## src/rtl/seg7_scroll_engine.sv

```systemverilog
// Multiplexed seven-segment driver that scrolls a writable message across N_DIGITS digits.
// Optional macro SEG7_PWM_DIM_EN adds a dim[3:0] input that PWM-gates digit_en within each scan slot.
module seg7_scroll_engine #(
  parameter int N_DIGITS        = 4,
  parameter int MSG_LEN         = 18,
  parameter int MUX_DIV_LOG2    = 16,
  parameter int SCROLL_DIV_LOG2 = 24,
  parameter int BLINK_DIV_LOG2  = 22,
  parameter int SEG_ACTIVE_LOW  = 0,
  parameter int DIG_ACTIVE_LOW  = 1,
  localparam int AW = (MSG_LEN > 1) ? $clog2(MSG_LEN) : 1
) (
  input  logic                clk,
  input  logic                rst_n,
  input  logic [1:0]          mode,
  input  logic                speed,
  input  logic                blink_en,
  input  logic                wr_en,
  input  logic [AW-1:0]       wr_addr,
  input  logic [4:0]          wr_data,
`ifdef SEG7_PWM_DIM_EN
  input  logic [3:0]          dim,
`endif
  output logic [6:0]          seg,
  output logic [N_DIGITS-1:0] digit_en,
  output logic                scroll_wrap
);

  localparam int DW0     = (MUX_DIV_LOG2 > SCROLL_DIV_LOG2) ? MUX_DIV_LOG2 : SCROLL_DIV_LOG2;
  localparam int DIV_W   = (DW0 > BLINK_DIV_LOG2) ? DW0 : BLINK_DIV_LOG2;
  localparam int IW      = (N_DIGITS > 1) ? $clog2(N_DIGITS) : 1;
  localparam int MAX_OFF = MSG_LEN - N_DIGITS;

  localparam logic [DIV_W-1:0]    ONES      = '1;
  localparam logic [DIV_W-1:0]    MUX_MASK  = ONES >> (DIV_W - MUX_DIV_LOG2);
  localparam logic [DIV_W-1:0]    SLOW_MASK = ONES >> (DIV_W - SCROLL_DIV_LOG2);
  localparam logic [DIV_W-1:0]    FAST_MASK = ONES >> (DIV_W - SCROLL_DIV_LOG2 + 1);
  localparam logic [DIV_W-1:0]    BLNK_MASK = ONES >> (DIV_W - BLINK_DIV_LOG2);
  localparam logic [6:0]          SEG_OFF   = (SEG_ACTIVE_LOW != 0) ? 7'h7F : 7'h00;
  localparam logic [N_DIGITS-1:0] DIG_OFF   = (DIG_ACTIVE_LOW != 0) ? {N_DIGITS{1'b1}} : '0;

  function automatic logic [6:0] glyph(input logic [4:0] code);
    case (code)
      5'h00: glyph = 7'h7E;  5'h01: glyph = 7'h30;  5'h02: glyph = 7'h6D;  5'h03: glyph = 7'h79;
      5'h04: glyph = 7'h33;  5'h05: glyph = 7'h5B;  5'h06: glyph = 7'h5F;  5'h07: glyph = 7'h70;
      5'h08: glyph = 7'h7F;  5'h09: glyph = 7'h7B;  5'h0A: glyph = 7'h77;  5'h0B: glyph = 7'h1F;
      5'h0C: glyph = 7'h4E;  5'h0D: glyph = 7'h3D;  5'h0E: glyph = 7'h4F;  5'h0F: glyph = 7'h47;
      5'h11: glyph = 7'h01;
      default: glyph = 7'h00;
    endcase
  endfunction

  logic [DIV_W-1:0]    div_q;
  logic [IW-1:0]       idx_q, idx_d;
  logic [AW-1:0]       off_q, off_d;
  logic                dir_q, dir_d;
  logic                phase_q, phase_d;
  logic                wrap_q, wrap_d;
  logic [6:0]          seg_q, seg_d;
  logic [N_DIGITS-1:0] dig_q, dig_d;
  logic [4:0]          msg_q [MSG_LEN];
  logic [AW:0]         rd_sum;
  logic [AW-1:0]       rd_addr;
  logic                mux_tick, scroll_tick, blink_tick, pwm_on;

  assign mux_tick    = (div_q & MUX_MASK) == MUX_MASK;
  assign scroll_tick = speed ? ((div_q & FAST_MASK) == FAST_MASK)
                             : ((div_q & SLOW_MASK) == SLOW_MASK);
  assign blink_tick  = (div_q & BLNK_MASK) == BLNK_MASK;

`ifdef SEG7_PWM_DIM_EN
  logic [3:0] pwm_q;
  // Inclusive compare: dim=0 lights the whole slot, dim=F leaves one count in sixteen.
  assign pwm_on = (pwm_q <= ~dim);
  always_ff @(posedge clk or negedge rst_n) begin
    if (!rst_n) pwm_q <= '0;
    else        pwm_q <= pwm_q + 4'd1;
  end
`else
  assign pwm_on = 1'b1;
`endif

  always_comb begin
    off_d  = off_q;
    dir_d  = dir_q;
    wrap_d = 1'b0;
    idx_d  = idx_q;
    if (mux_tick) idx_d = (idx_q == IW'(N_DIGITS - 1)) ? '0 : idx_q + 1'b1;
    if (scroll_tick) begin
      case (mode)
        2'b01: if (off_q == AW'(MSG_LEN - 1)) begin off_d = '0; wrap_d = 1'b1; end
               else off_d = off_q + 1'b1;
        2'b10: if (off_q == '0) begin off_d = AW'(MSG_LEN - 1); wrap_d = 1'b1; end
               else off_d = off_q - 1'b1;
        2'b11: begin
          // dir_q=1 means counting up; an offset left beyond MAX by left/right mode snaps back.
          if (MAX_OFF == 0) off_d = '0;
          else if (off_q > AW'(MAX_OFF)) begin
            off_d = AW'(MAX_OFF); dir_d = 1'b0; wrap_d = 1'b1;
          end else if (dir_q) begin
            if (off_q == AW'(MAX_OFF)) begin off_d = AW'(MAX_OFF - 1); dir_d = 1'b0; wrap_d = 1'b1; end
            else off_d = off_q + 1'b1;
          end else begin
            if (off_q == '0) begin off_d = AW'(1); dir_d = 1'b1; wrap_d = 1'b1; end
            else off_d = off_q - 1'b1;
          end
        end
        default: ;
      endcase
    end
    phase_d = blink_en ? (phase_q ^ blink_tick) : 1'b1;
    // Display uses next-state index/offset but the pre-write message contents.
    rd_sum  = {1'b0, off_d} + (AW+1)'(idx_d);
    rd_addr = (rd_sum >= (AW+1)'(MSG_LEN)) ? AW'(rd_sum - (AW+1)'(MSG_LEN)) : AW'(rd_sum);
    seg_d   = SEG_OFF;
    dig_d   = DIG_OFF;
    if (phase_d) begin
      seg_d = glyph(msg_q[rd_addr]) ^ SEG_OFF;
      if (pwm_on) dig_d = (N_DIGITS'(1) << idx_d) ^ DIG_OFF;
    end
  end

  always_ff @(posedge clk or negedge rst_n) begin
    if (!rst_n) begin
      for (int i = 0; i < MSG_LEN; i++) msg_q[i] <= 5'h10;
    end else if (wr_en && ({1'b0, wr_addr} < (AW+1)'(MSG_LEN))) begin
      msg_q[wr_addr] <= wr_data;
    end
  end

  always_ff @(posedge clk or negedge rst_n) begin
    if (!rst_n) begin
      div_q   <= '0;
      idx_q   <= '0;
      off_q   <= '0;
      dir_q   <= 1'b1;
      phase_q <= 1'b1;
      wrap_q  <= 1'b0;
      seg_q   <= SEG_OFF;
      dig_q   <= DIG_OFF;
    end else begin
      div_q   <= div_q + 1'b1;
      idx_q   <= idx_d;
      off_q   <= off_d;
      dir_q   <= dir_d;
      phase_q <= phase_d;
      wrap_q  <= wrap_d;
      seg_q   <= seg_d;
      dig_q   <= dig_d;
    end
  end

  assign seg         = seg_q;
  assign digit_en    = dig_q;
  assign scroll_wrap = wrap_q;

endmodule

```

## config.mk

```make
export PLATFORM = sky130hd
export DESIGN_NAME = seg7_scroll_engine
export DESIGN_NICKNAME = d
export VERILOG_FILES = /design/src/rtl/seg7_scroll_engine.sv
export SDC_FILE = /design/constraint.sdc
export NUM_CORES = 1
export LEC_CHECK = 0
export CORE_ASPECT_RATIO = 0.7
export CORE_MARGIN = 2
export CORE_UTILIZATION = 31
export CTS_BUF_LIST = sky130_fd_sc_hd__clkbuf_2
export CTS_CLUSTER_DIAMETER = 50
export DETAILED_ROUTE_END_ITERATION = 8
export GPL_TIMING_DRIVEN = 0
export HOLD_SLACK_MARGIN = 0.03
export MAX_ROUTING_LAYER = met4
export PLACE_DENSITY_LB_ADDON = 0.2
export SLEW_MARGIN = 20
export SYNTH_ARGS = -nofsm -noshare
export SYNTH_HDL_FRONTEND = slang
export SYNTH_SLANG_ARGS = --single-unit
```

## constraint.sdc

```tcl
create_clock -name clk -period 5.92 [get_ports clk]
set_clock_uncertainty 0.05 [all_clocks]
set_input_delay 1.184 -clock clk [delete_from_list [all_inputs] [get_ports clk]]
set_output_delay 1.184 -clock clk [all_outputs]
set_load 0.01 [all_outputs]
```

## Word level (Yosys, flattened, before mapping)

Memories as Yosys holds them, arrays and structs flattened.
Cells that the tools add are included.

| word-level totals | value |
|---|---|
| register bits after elaboration | 135 |
| bits in read-only memories | 224 |
| input bits | 17 |
| output and inout port bits | 12 |
| memories kept | 1 |

Memories:

| name | depth | width | rd ports | clocked after memory_dff | write ports | RTL line | source |
|---|---|---|---|---|---|---|---|
| (name not given) | 32 | 7 | 1 | 0 | 0 | 43 | `case (code)` |

| cells by class | value |
|---|---|
| $add $sub $neg | 6 |
| order comparisons | 6 |
| equality and inequality tests | 10 |
| shift-type cells | 1 |
| muxes and demuxes | 31 |
| bitwise logic cells | 4 |
| reduce and logical (&&, ||, !) cells | 4 |

Operators by type and width:

| kind | count |
|---|---|
| $bwmux W90 | 1 |
| $mux W5 | 11 |
| $bmux W5 S5 | 1 |
| $demux W5 S5 | 1 |
| $add A24 B1 Y24 const B | 1 |
| $eq A24 B24 Y1 const B | 1 |
| $eq A23 B23 Y1 const B | 1 |
| $eq A22 B22 Y1 const B | 1 |
| $eq A16 B16 Y1 const B | 1 |
| $pmux W5 S3 | 1 |
| $ge A6 B6 Y1 const B | 2 |
| $not A5 Y6 | 2 |
| $mux W1 | 11 |
| $mux W7 | 1 |
| $add A5 B2 Y6 | 1 |
| $eq A2 B2 Y1 const B | 3 |
| $ge A6 B5 Y1 const B | 1 |
| $lt A6 B1 Y1 const B | 1 |
| $add A5 B1 Y5 const B | 1 |
| $eq A5 B4 Y1 const B | 1 |
| $eq A5 B5 Y1 const B | 1 |
| $gt A5 B4 Y1 const B | 1 |
| $logic_not A5 Y1 | 1 |
| $lt A5 B5 Y1 const B | 1 |
| 12 further kinds | 14 |

## Logic depth before layout (Yosys ltp)

Gate-level depths: netlist of run 1.
An unclocked memory read counts as a cell.

| logic depth | value |
|---|---|
| word-level depth | 15 |
| gate-level depth with buffers | 27 |
| gate-level depth less buffers | 24 |

## Worst setup path after synthesis of run 1

No wires, ideal clock.

| path | value |
|---|---|
| kind | input to register |
| start point | in mode[0] |
| end point | reg seg_q[6] (netlist: seg[6]) |
| library setup time | 96 ps |
| arrival | 6,508 ps |
| path slack | -733 ps |
| cell stages on the path | 24 |
| cells stage by stage | clkbuf_1 nor2_1 nor4b_2 nand3_2 o21ai_0 ha_1 inv_1 fa_1 clkbuf_1 xnor2_4 inv_1 ha_1 clkbuf_1 buf_2 mux4_2 mux2i_1 a22oi_1 a222oi_1 inv_1 ha_1 inv_1 nor2_1 mux2_2 nor4_2 |

| between the ends | value |
|---|---|
| word-level cells in the longest chain between the ends | 12 |

Ends and longest elaborated chain:

| what | RTL line | source |
|---|---|---|
| start, declared | 15 | `input logic [1:0] mode,` |
| $eq A2 B2 Y1 or $eq A2 B1 Y1 (tied branches) | 90 | `case (mode)` |
| $pmux W5 S3 (*) | 90 |  |
| $mux W5 (*) | 89 | `if (scroll_tick) begin` |
| via off_d[0] | 55 | `logic [AW-1:0] off_q, off_d;` |
| $add A5 B2 Y6 (*) | 113 | `rd_sum = {1'b0, off_d} + (AW+1)'(idx_d);` |
| $sub A5 B5 Y5 or $ge A6 B5 Y1 (tied branches) | 114 | `rd_addr = (rd_sum >= (AW+1)'(MSG_LEN)) ? AW'(rd_sum - (AW+1)'(MSG_LEN)) : AW'(rd_sum);` |
| $mux W5 (*) | 114 |  |
| $not A5 Y6 (not written as such) (*) | 118 | `seg_d = glyph(msg_q[rd_addr]) ^ SEG_OFF;` |
| $bmux W5 S5 (*) | 118 |  |
| $mux W5 (not written as such) (*) (2 in series) | 118 |  |
| $mem_v2 Z32 W7 (*) | - |  |
| $mux W7 (*) | 117 | `if (phase_d) begin` |
| via seg_d[6] | 59 | `logic [6:0] seg_q, seg_d;` |
| end signal, assigned | 148 | `seg_q <= seg_d;` |
| end, declared | 59 |  |

Mark *: on every way through the listed nets, which the timed path passes. The rest lies on a longest branch. The select of a mux whose other input is x is not followed.
A chain may end at the register's enable or synchronous reset.

## Final worst setup path of run 1

| path | value |
|---|---|
| start point | reg off_q[0] |
| end point | reg seg_q[6] (netlist: seg[6]) |

| between the ends | value |
|---|---|
| word-level cells in the longest chain between the ends | 15 |

Ends and longest elaborated chain:

| what | RTL line | source |
|---|---|---|
| start, declared | 55 |  |
| start signal, assigned | 135 | `off_q <= '0;` |
| start signal, assigned | 144 | `off_q <= off_d;` |
| $sub A5 B1 Y5 (tied with other cells) | 94, 105 |  |
| $mux W5, on equally long branches | 104, 101 |  |
| $mux W5 | 100 | `end else if (dir_q) begin` |
| $mux W5 | 98 | `else if (off_q > AW'(MAX_OFF)) begin` |
| $pmux W5 S3 (*) | 90 |  |
| $mux W5 (*) | 89 |  |
| via off_d[1] | 55 |  |
| $add A5 B2 Y6 (*) | 113 |  |
| $sub A5 B5 Y5 or $ge A6 B5 Y1 (tied branches) | 114 |  |
| $mux W5 (*) | 114 |  |
| $not A5 Y6 (not written as such) (*) | 118 |  |
| $bmux W5 S5 (*) | 118 |  |
| $mux W5 (not written as such) (*) (2 in series) | 118 |  |
| $mem_v2 Z32 W7 (*) | - |  |
| $mux W7 (*) | 117 |  |
| via seg_d[6] | 59 |  |

Marked as above.

==> impl_metrics.csv, run 1 <==
group,metric,value,unit
outcome,status,"complete, no violations",
synth,async_flop_share,100,%
drt,vias,5848,
sta,max_freq,178,MHz
clock_network,root_buffer,"clkbuf_2",
floorplan,coreArea,24900,sq um
setup_path,crit_path_end_kind,"flop",
setup_path,crit_cells,26,
clock_network,htreeDepth,4,
final_layout,stdcell_count,1094,
placed_design,portBuffers,27,
setup_path,crit_end,"seg[6]$_DFF_PN0_",
power_and_ir_drop,intPower,1.56,mW
placed_design,dp_hpwl,14700,um
power_and_ir_drop,peakVddDrop,139,uV
synth,avgSynthCellArea,11.5,sq um
synth,ys_ff_latch,135,
placed_design,placed_area,8740,sq um
synth,synth-edff-count,0,
clock_network,clk_latency,0.74,ns
floorplan,start_util,31.9,%
setup_path,slowest_delay,0.50,ns
floorplan,num_rows,48,
drt,drc,0,
power_and_ir_drop,power_frac_clock,28.0,%
global_routing,grt_pass1_vias,5730,
drt,dr.pass1.iters,6,
synth,synthDominantCellAreaShare,35.0,%
global_routing,overflow,0,
floorplan,die_w,195,um
setup_path,r2r-start,"off_q[0]$_DFF_PN0_",
power_and_ir_drop,pwr-share-seq,51.5,%
floorplan,fp.dieH,138,um
sta,finalHoldViolCount,0,
drt,drt_iter0_drc,503,
synth,yosysWarnings,0,
setup_path,rr_worst_depth,26,
synth,synthTopCellsByArea,"dfrtp_1 35%, mux2_2 16%, dfstp_2 7.9%, mux2i_1 5.0%, ha_1 2.7%",
synth,yosys.area.top_type,"dfrtp_1",
setup_path,cp_max_fo,10,
setup_path,arrival,6.22,ns
final_layout,fin_nets,790,
clock_network,cts_buffer_depth,2,
sta,worstMarginPinSlew,0.905,ns
floorplan,io_pins,29,
synth,yosysSeqAreaShare,42.9,%
placed_design,dp_cells,1043,
setup_path,worst-path-buf-inv,7,
setup_path,worstSetupPathType,"reg2reg",
job,max_cap_violations,0,
power_and_ir_drop,p_switching,0.673,mW
sta,post-route-period-util,95.1,%
power_and_ir_drop,power.density,240,nW/um^2
sta,finalSetupViolCount,0,
sta,max_slew_margin,39.5,%
drt,ant_nets,0,
drt,via_per_inst,5.35,
final_layout,fin_area,9310,sq um
synth,ys.flop_type,"dfrtp_1",
floorplan,dieArea,26900,sq um
setup_path,crit_top_cell,"buf_4",
synth,synthesis.area,7940,sq um
sta,slew_violations,0,
clock_network,cts.sinks,135,
hold_path,hold_path.class,"in2async",
power_and_ir_drop,p_sw_share,30.1,%
setup_path,r2r_setup_slack,0.29,ns
placed_design,gp_congestion,0.847,
global_routing,grt.total_usage,16.7,%
synth,syn_inst,690,
drt,avgRoutedWirePerCell,19.2,um
synth,syn_nets,725,
final_layout,syn_to_final_growth,17.3,%
sta,period_minus_slack,5.63,ns
setup_path,cp.required,6.51,ns
global_routing,grt_pass1_wl,33300,um
power_and_ir_drop,comb_power_share,20.5,%
final_layout,layout-drive-gt1-share,35.9,%
setup_path,timing.rr.end,"seg[6]$_DFF_PN0_",
clock_network,cts.clk_slew.worst_paths,0.24,ns
setup_path,critPathLaunch,"off_q[0]$_DFF_PN0_",
global_routing,antenna_found_initial,1,
setup_path,crit_path_start_kind,"flop",
power_and_ir_drop,power_leakage,3.86,nW
setup_path,cp_top_family,"compound AO/OA/AOI/OAI gates",
clock_network,cts_tree,"done",
synth,synth_cell_type_count,86,
setup_path,crit_slowest_cell,"dfrtp_2",
global_routing,grt_max_degree,98,
drt,drt_wl_total,21000,um
clock_network,numCtsBuffers,17,
-- synthesized netlist by cell type (4+ instances only) --
cell type,number
nor2b_1,9
nand3_1,16
nor3b_1,5
nand3b_1,5
nor4_1,4
and3_1,12
clkbuf_1,20
inv_1,22
dfrtp_1,111
a31oi_1,4
a211oi_1,8
ha_1,17
buf_2,5
nor2_1,30
a221oi_1,4
a21o_1,5
mux2_2,110
xnor2_1,19
xor2_1,10
a21oi_1,11
nand2_1,40
mux4_2,9
o21ai_0,11
o221ai_1,5
mux2i_1,40
a32oi_1,4
dfstp_2,24
or2_2,8
and2_1,8
nand4_1,6
o22ai_1,7
nor3_1,15
buf_4,5
-- layer usage --
layer / part of all wire, % / up-vias / wire length [um] / global-route usage (%)
li1: - / 2690 / - / -
met1: 50 / 2981 / 10600 / 23.9
met2: 43 / 164 / 9100 / 24.3
met3: 5.3 / 13 / 1110 / 3.82
met4: 0.79 / 0 / 165 / 3.18
met5: 0 / - / 0 / -
-- per-stage QoR --
step | hold slack [ns] | utilization, % | setup WS [ns] | power, mW | setup TNS (ns)
final | 0.238 | 37.4 | 0.292 | 2.23 | 0
after global routing | 0.136 | 37.4 | -0.0522 | 2.36 | -0.0951
after floorplan | 0.385 | - | 0.0163 | 1.44 | 0
after global placement | 0.397 | 34.9 | -1.80 | 1.60 | -211.42
after detailed placement | 0.402 | 35.1 | -1.73 | 1.61 | -11.58
after CTS | 0.174 | 36.5 | 0.00532 | 2.25 | 0
-- flip-flops by register name (all words and copies together), names as in the netlist --
register,count
dir_q,1
div_q,24
scroll_wrap,1
off_q,5
phase_q,1
idx_q,2
digit_en,4
seg,7
msg_q,90
-- power by group through the flow --
stage               Sequential, mW  Clock, mW  Combinational [mW]
finish                        1.15      0.626               0.459
global route                  1.17      0.693               0.500
CTS                           1.15      0.648               0.453
detailed placement            1.17          0               0.447
global placement              1.16          0               0.436
floorplan                     1.15          0               0.291
-- area by class of cell --
class	instances	area, sq um
tap	325	407
timing repair buffer	48	455
multi-input combinational	498	4470
sequential	135	3410
fill	2382	15600
inverter	23	86.3
clock buffer	17	85.1
clock inverter	15	178
buffer	32	214
antenna	1	2.50
-- worst min-delay path by stage --
stage,from,end,depth (start not counted)
finish,rst_n,scroll_wrap$_DFF_PN0_,1
global route,rst_n,off_q[2]$_DFF_PN0_,1
global placement,div_q[18]$_DFF_PN0_,div_q[18]$_DFF_PN0_,1
floorplan,div_q[18]$_DFF_PN0_,div_q[18]$_DFF_PN0_,1
detailed placement,div_q[18]$_DFF_PN0_,div_q[18]$_DFF_PN0_,1
CTS,rst_n,scroll_wrap$_DFF_PN0_,1
-- what timing repair did --
action / 4_1_cts / 5_1_grt
endpoints found under the hold margin: 0 / 0
hold buffers: 0 / 0
cloned: 0 / 0
endpoints found under the setup margin: 7 / 7
buffers inserted: 8 / 12
pin swaps: 4 / 6
gates resized for setup: 9 / 31
-- cell families after synthesis --
group / after synthesis / synth area share (%)
fa+ha+maj: 18 / 2.93
compound gates: 111 / 11.5
buf+inv: 57 / 3.20
mux: 159 / 23.2
flops: 135 / 42.9
xor+xnor: 31 / 3.83
simple gates: 179 / 12.4
-- cell usage in the layout, fill, tap and decap left out, drive strengths merged, types with 24 or more instances in the layout --
cell             n
buf             35
nor2            31
clkbuf          36
dfrtp          111
nand2           40
mux2           110
mux2i           40
dfstp           24
inv             26
clkdlybuf4s50   25
(Power assumes the default switching activity.)
==> inputs of run 2 (changes only) <==
Settings changed: ABC_CLOCK_PERIOD_IN_PS set to 5920.
==> results of run 2 <==
Same layout as run 1: the final DEF is identical, and so are final timing and power.
